==> src/rtl/mult_arbiter.sv <==
// Round-robin arbiter/sequencer sharing one sequential N x N multiplier.
// Ports:
//   clk, resetb           clock, async active-low reset
//   req/req_a/req_b       per-requester request level and packed operands
//   gnt                   one-hot pulse when a requester's operands are taken
//   rsp_valid/rsp_data    one-hot result pulse with the 2N-bit product
//   rsp_err               result was a watchdog abort (rsp_data = 0)
//   busy                  an operation is in flight
//   m_start/m_ain/m_bin   start pulse and registered operands to multiplier
//   m_done/m_yout         multiplier done level and product
module mult_arbiter #(
    parameter int NREQ    = 4,
    parameter int N       = 16,
    parameter int TIMEOUT = 24
) (
    input  logic              clk,
    input  logic              resetb,
    input  logic [NREQ-1:0]   req,
    input  logic [NREQ*N-1:0] req_a,
    input  logic [NREQ*N-1:0] req_b,
    output logic [NREQ-1:0]   gnt,
    output logic [NREQ-1:0]   rsp_valid,
    output logic [2*N-1:0]    rsp_data,
    output logic              rsp_err,
    output logic              busy,
    output logic              m_start,
    output logic [N-1:0]      m_ain,
    output logic [N-1:0]      m_bin,
    input  logic              m_done,
    input  logic [2*N-1:0]    m_yout
);

    localparam int IW = (NREQ > 1) ? $clog2(NREQ) : 1;
    localparam int TW = $clog2(TIMEOUT + 1);

    typedef enum logic [1:0] {
        IDLE,
        ISSUE,
        WAIT,
        RESP
    } state_t;

    state_t          state_q, state_d;
    logic [IW-1:0]   rr_q, rr_d;
    logic [IW-1:0]   id_q, id_d;
    logic [TW-1:0]   timer_q, timer_d;
    logic [N-1:0]    ain_q, ain_d;
    logic [N-1:0]    bin_q, bin_d;
    logic [2*N-1:0]  data_q, data_d;
    logic            err_q, err_d;

    logic            win_found;
    logic [IW-1:0]   win_id;
    logic [N-1:0]    win_a;
    logic [N-1:0]    win_b;

    // Scan from the far end toward rr_q so the requester closest
    // to the pointer (upward, with wrap) is the last to overwrite.
    always_comb begin
        win_found = 1'b0;
        win_id    = '0;
        win_a     = '0;
        win_b     = '0;
        for (int j = NREQ - 1; j >= 0; j--) begin
            if (req[(int'(rr_q) + j) % NREQ]) begin
                win_found = 1'b1;
                win_id    = IW'((int'(rr_q) + j) % NREQ);
            end
        end
        for (int i = 0; i < NREQ; i++) begin
            if (win_id == IW'(i)) begin
                win_a = req_a[i*N +: N];
                win_b = req_b[i*N +: N];
            end
        end
    end

    always_comb begin
        state_d = state_q;
        rr_d    = rr_q;
        id_d    = id_q;
        timer_d = timer_q;
        ain_d   = ain_q;
        bin_d   = bin_q;
        data_d  = data_q;
        err_d   = err_q;
        unique case (state_q)
            IDLE: begin
                // A low m_done here means the multiplier is still
                // busy with something; hold off granting.
                if (win_found && m_done) begin
                    id_d    = win_id;
                    ain_d   = win_a;
                    bin_d   = win_b;
                    state_d = ISSUE;
                end
            end
            ISSUE: begin
                timer_d = '0;
                state_d = WAIT;
            end
            WAIT: begin
                if (m_done) begin
                    data_d  = m_yout;
                    err_d   = 1'b0;
                    state_d = RESP;
                end else if (timer_q == TW'(TIMEOUT - 1)) begin
                    data_d  = '0;
                    err_d   = 1'b1;
                    state_d = RESP;
                end else begin
                    timer_d = timer_q + TW'(1);
                end
            end
            RESP: begin
                rr_d    = (id_q == IW'(NREQ - 1)) ? '0 : id_q + IW'(1);
                err_d   = 1'b0;
                state_d = IDLE;
            end
            default: state_d = IDLE;
        endcase
    end

    always_ff @(posedge clk or negedge resetb) begin
        if (!resetb) begin
            state_q <= IDLE;
            rr_q    <= '0;
            id_q    <= '0;
            timer_q <= '0;
            ain_q   <= '0;
            bin_q   <= '0;
            data_q  <= '0;
            err_q   <= 1'b0;
        end else begin
            state_q <= state_d;
            rr_q    <= rr_d;
            id_q    <= id_d;
            timer_q <= timer_d;
            ain_q   <= ain_d;
            bin_q   <= bin_d;
            data_q  <= data_d;
            err_q   <= err_d;
        end
    end

    always_comb begin
        gnt       = '0;
        rsp_valid = '0;
        for (int i = 0; i < NREQ; i++) begin
            gnt[i]       = (state_q == ISSUE) && (id_q == IW'(i));
            rsp_valid[i] = (state_q == RESP) && (id_q == IW'(i));
        end
    end

    assign m_start  = (state_q == ISSUE);
    assign busy     = (state_q != IDLE);
    assign m_ain    = ain_q;
    assign m_bin    = bin_q;
    assign rsp_data = data_q;
    assign rsp_err  = err_q;

endmodule
==> config.mk <==
export PLATFORM = sky130hd
export DESIGN_NAME = mult_arbiter
export DESIGN_NICKNAME = d
export VERILOG_FILES = /design/src/rtl/mult_arbiter.sv
export SDC_FILE = /design/constraint.sdc
export NUM_CORES = 1
export LEC_CHECK = 0
export BUFFER_PORTS_ARGS = -buffer_cell sky130_fd_sc_hd__buf_2
export CORE_ASPECT_RATIO = 1.5
export CORE_MARGIN = 2
export CORE_UTILIZATION = 40
export DETAILED_ROUTE_END_ITERATION = 12
export GPL_TIMING_DRIVEN = 0
export PLACE_DENSITY_LB_ADDON = 0.2
export SLEW_MARGIN = 20
export SYNTH_ARGS = -nofsm -noshare
export SYNTH_HDL_FRONTEND = slang
export SYNTH_SLANG_ARGS = --single-unit
==> constraint.sdc <==
create_clock -name clk -period 1.8 [get_ports clk]
set_input_delay 0.36 -clock clk [delete_from_list [all_inputs] [get_ports clk]]
set_output_delay 0.36 -clock clk [all_outputs]
set_load 0.02 [all_outputs]
# Word-level counts from Yosys, hierarchy flattened
# Index checks and enable logic that the tools add are counted.
[op_classes] add_sub_neg=5 magnitude_cmp=4 n_eq_ne=14 mux=40 n_bitwise=3 n_reduce_logical=24
[op_table] op="16-bit two-way mux" n=8
[op_table] op="32-bit two-way mux" n=2
[op_table] op="2-bit two-way mux" n=8
[op_table] op="1-bit two-way mux" n=13
[op_table] op="2-bit equality test, second input constant" n=6
[op_table] op="3-bit by 4-bit less-than comparator with 1-bit output, second input constant" n=3
[op_table] op="5-bit two-way mux" n=2
[op_table] op="5-bit case mux with 2 select lines" n=1
[op_table] op="1-bit logical AND" n=9
[op_table] op="1-bit binary-select mux with 2-bit select" n=4
[op_table] op="2-bit case mux with 4 select lines" n=1
[op_table] op="2-bit AND reduction" n=4
[op_table] op="2-bit nonzero test" n=4
[op_table] op="2-bit by 1-bit equality test with 1-bit output, second input constant" n=3
[op_table] op="2-bit zero test" n=3
[op_table] op="2-bit != test, second input constant" n=3
[op_table] op="2-bit OR reduction" n=3
[op_table] op="5-bit by 1-bit adder with 5-bit output, second input constant" n=1
[op_table] op="5-bit equality test, second input constant" n=1
[op_table] op="2-bit by 1-bit adder with 2-bit output, second input constant" n=2
[op_table] op="2-bit adder, second input constant" n=2
[op_table] op="1-bit AND, first input constant" n=3
[op_table] op="2-bit by 3-bit less-than comparator with 1-bit output, second input constant" n=1
[op_table] op="3-bit != test, second input constant" n=1
[op_table] op="other kinds (2)" n=2
[totals] regBits=76 input_bits=167 output_inout_bits=75 elab_cells=98

# Depth between registers and ports, before layout
[logic_depth] word_depth=15 mapped_depth=8 ltp_nobuf=7

# Worst setup path after synthesis
# OpenSTA, ideal clock, no wires.
[synth_timing] path_kind="reg2reg" start="register rr_q[1]" end="register bin_q[3], in the netlist m_bin[3]" setup_ns=0.144 arrival_time_ns=1.758 required_ns=1.656 setup_slack_ns=-0.102 stages_incl_launch_ff=8 path_buffers=2 period_less_slack_ns=1.902 cell_sequence="dfrtp_1 mux2_2 nand2_1 nand2_1 buf_2 buf_2 a2111oi_0 a211oi_2"
[synth_via] elab_chain_len=13 word_cells_on_any_way=32 classes_between="3 x add/sub; 3 x eq/ne; 23 x mux; 3 x reduce/logical"
[synth_lines] item="start: declaration" line="44" rtl="logic [IW-1:0] rr_q, rr_d;"
[synth_lines] item="start signal: assignment" line="136" rtl="rr_q <= rr_d;"
[synth_lines] item="2-bit adder" line="65, 67"
[synth_lines] item="1-bit binary-select mux with 2-bit select" line="65" rtl="if (req[(int'(rr_q) + j) % NREQ]) begin"
[synth_lines] item="1-bit two-way mux (implied by the code) (2 in series)" line="65"
[synth_lines] item="2-bit two-way mux (4 in series)" line="65"
[synth_lines] item="2-bit zero test" line="71" rtl="if (win_id == IW'(i)) begin"
[synth_lines] item="16-bit two-way mux (4 in series)" line="71"
[synth_lines] item="end signal: assignment" line="140" rtl="bin_q <= bin_d;"
[synth_lines] item="end: declaration" line="48" rtl="logic [N-1:0] bin_q, bin_d;"
# Several ways; a longest one is shown, not always the timed one. The select of a mux whose other input is x is not followed.
# A chain may end at the register's enable or synchronous reset.

# Worst setup path in the final report
[layout_timing] start="register rr_q[1]" end="register bin_q[10], in the netlist m_bin[10]"
# The elaborated chain is that of the path after synthesis.

==> results.toml <==
[logic_synthesis]
yosys.cell_types.count = 32
netlist_area_mm2 = 0.00424
synth_common_cells = "dfrtp_1, nor2_1, a22o_1"
synth_edf_count = 0
synthCells = 381
yosys-top-cells-area = "dfrtp_1, a211oi_2, mux2i_1, a22o_1, and3_1"
yosysWarnings = 0
synthArstFlopShare_pct = 100
yosysTopAreaCellShare_pct = 44.9
avgSynthCellArea_um2 = 11.1
synth_nets = 557
synthMostInstantiatedCell = "dfrtp_1"
ys_ff_latch = 76
synth_ff_type = "dfrtp_1"
synth_top_area_cell = "dfrtp_1"
ys_seq_area_share_pct = 44.9

[power_and_ir_drop]
ir_worst_vdd_uv = 955
total_power_uw = 11000
p_per_area_mw_per_mm2 = 1590
p_leak_uw = 0.00317

[clocking]
cts_tree = "done"
cts_max_level = 3
cts_hold_buf = 0
path_clk_slew_ns = 0.06
root_buffer = "clkbuf_16"
clkSinkCount = 76
numCtsBuffers = 9
clk_path_buf_depth = 2
clk_latency_ns = 0.33

[critical_path]
arrival_ns = 2.04
crit_slowest_cell = "dfrtp_2"
crit_family = "multiplexers"
path_class = "register to register"
cp_max_fo = 10
critical_path_depth = 7
startpoint_type = "register"
worst-path-buf-inv = 2
path_cells = "mux2_4, nand2_8, nand2_4, buf_12, buf_12, mux2i_2, a211oi_1"
worstSetupEndpointType = "register"
crit_top_cell = "buf_12"
required_ns = 2.02
rr_worst_depth = 7
slowest_delay_ns = 0.45

[global_route]
antenna_found_initial = 0
grt_pass1_vias = 4290
gr-usage-all-layers_pct = 24.1
grt_start_max_net_pins = 40
gr-total-overflow = 0
grt_first_pass_wirelength_um = 21200

[detailed_routing]
drc = 0
dr.pass1.iters = 4
drtIter0Drc = 94
num_vias = 4282
detail-route-antenna-nets = 0
routed_wl_um = 14400
post_drt_wl_per_cell_um = 18.3
via_per_inst = 5.41

[final_layout]
multi_input_area_mm2 = 0.00284
fin_nets = 819
num_antenna_cells = 0
final_cells = 791
register_area_mm2 = 0.00190
layout-drive-gt1-share_pct = 60.9
area_growth_pct = 63.7
fill_cells = 834

[hold_path]
min_path_type = "input pin to async pin"

[timing]
max_freq_ghz = 0.549
clock_skew_ns = 0.00499
max-slew-margin-rel_pct = 63.7
fin_crit_sh_pct = 101
hold_violations = 3
slew_violations = 0
layout_min_cycle_time_ns = 1.82
setup_viol_count_final = 2
tightestPinTransition_ns = 0.544
whs_ns = -0.00339
rsz0062_at_grt = "yes"
setup_ws_ns = -0.0203

[placement]
place_ws_ns = -0.513
gp_congestion = 0.854
dp_hpwl_um = 10400
place_inst = 766
placement.io_buffers = 240

[die]
core-area_mm2 = 0.0105
num_io_pins = 242
design.die.area_mm2 = 0.0115
dieHeight_um = 130
initial_core_util_pct = 40.5
die_w_um = 88.0
rows = 46

[status]
status = "complete, but fails checks"
violations = "hold timing, setup timing"

[job]
max_cap_viol_count = 0
==> area by class of cell <==
class,instances,share of cell area [%]
multi-input combinational,262,40.9
sequential,76,27.4
timing repair buffer,252,19.1
buffer,35,5.70
clock buffer,9,3.25
tap,144,2.60
clock inverter,6,0.613
inverter,7,0.379
==> final timing paths <==
check,to,start,slack [ns]
max,m_bin[10],rr_q[1],-0.02
min,m_ain[10],resetb,-0.003
max reg2reg,m_bin[10],rr_q[1],-0.02
min reg2reg,timer_q[4],timer_q[4],0.48
max in group asynchronous,rsp_data[13],resetb,1.20
min in group clk,rsp_data[31],m_yout[31],0.24
==> kinds of logic after synthesis <==
group,Yosys count,synth area share [%]
compound gates,118,27.2
simple gates,100,12.1
flops,76,44.9
buf+inv,43,4.87
mux,35,8.36
fa+ha+maj,9,2.66
==> metrics by stage <==
stage	setup TNS (ns)	utilization [%]	cell area [µm²]	hold WS (ns)
CTS	-0.139	64.2	6720	0.0154
global placement	-34.22	54.2	5680	0.465
floorplan	-0.292	-	4300	0.0644
detailed placement	-23.06	54.4	5700	0.379
global route	-1.97	66.2	6940	0.0458
finish	-0.0214	66.2	6940	-0.00339
==> sequential cells by signal (all words and copies together) (netlist names) <==
register	flops
rsp_err	1
rsp_data	32
m_ain	16
timer_q	5
state_q	2
m_bin	16
id_q	2
rr_q	2
==> layer usage <==
layer	vias up	GRT usage, %	share of wire (%)
met5	-	0	0
met4	0	9.45	2.9
met3	31	5.50	8.1
met2	213	43.9	52
met1	2053	26.9	37
li1	1985	-	-
==> timing repair <==
item | 4_1_cts | 5_1_grt
gates resized for setup | 139 | 40
endpoints found under the setup margin | 74 | 71
pin swaps | 13 | 14
cloned | 2 | 1
buffers inserted | 2 | 6
==> where the power goes <==
group	switching (µW)	internal [µW]	total, µW
clock network	710	924	1630
logic	3680	2730	6410
registers	474	2510	2980
==> cells in the final DEF, fill, tap and decap left out, drive strengths merged, types with 2 or more instances in the layout <==
cell	n
inv	7
a2111oi	32
and2	11
a21oi	4
buf	267
a211oi	33
a22o	34
a21o	2
o22a	2
nand2	10
clkinvlp	2
clkinv	4
o21ai	8
and3	33
nor2	36
nand3	5
clkbuf	29
mux2i	32
dfrtp	76
mux2	3
ha	9
Power figures use the tool's default switching activity.
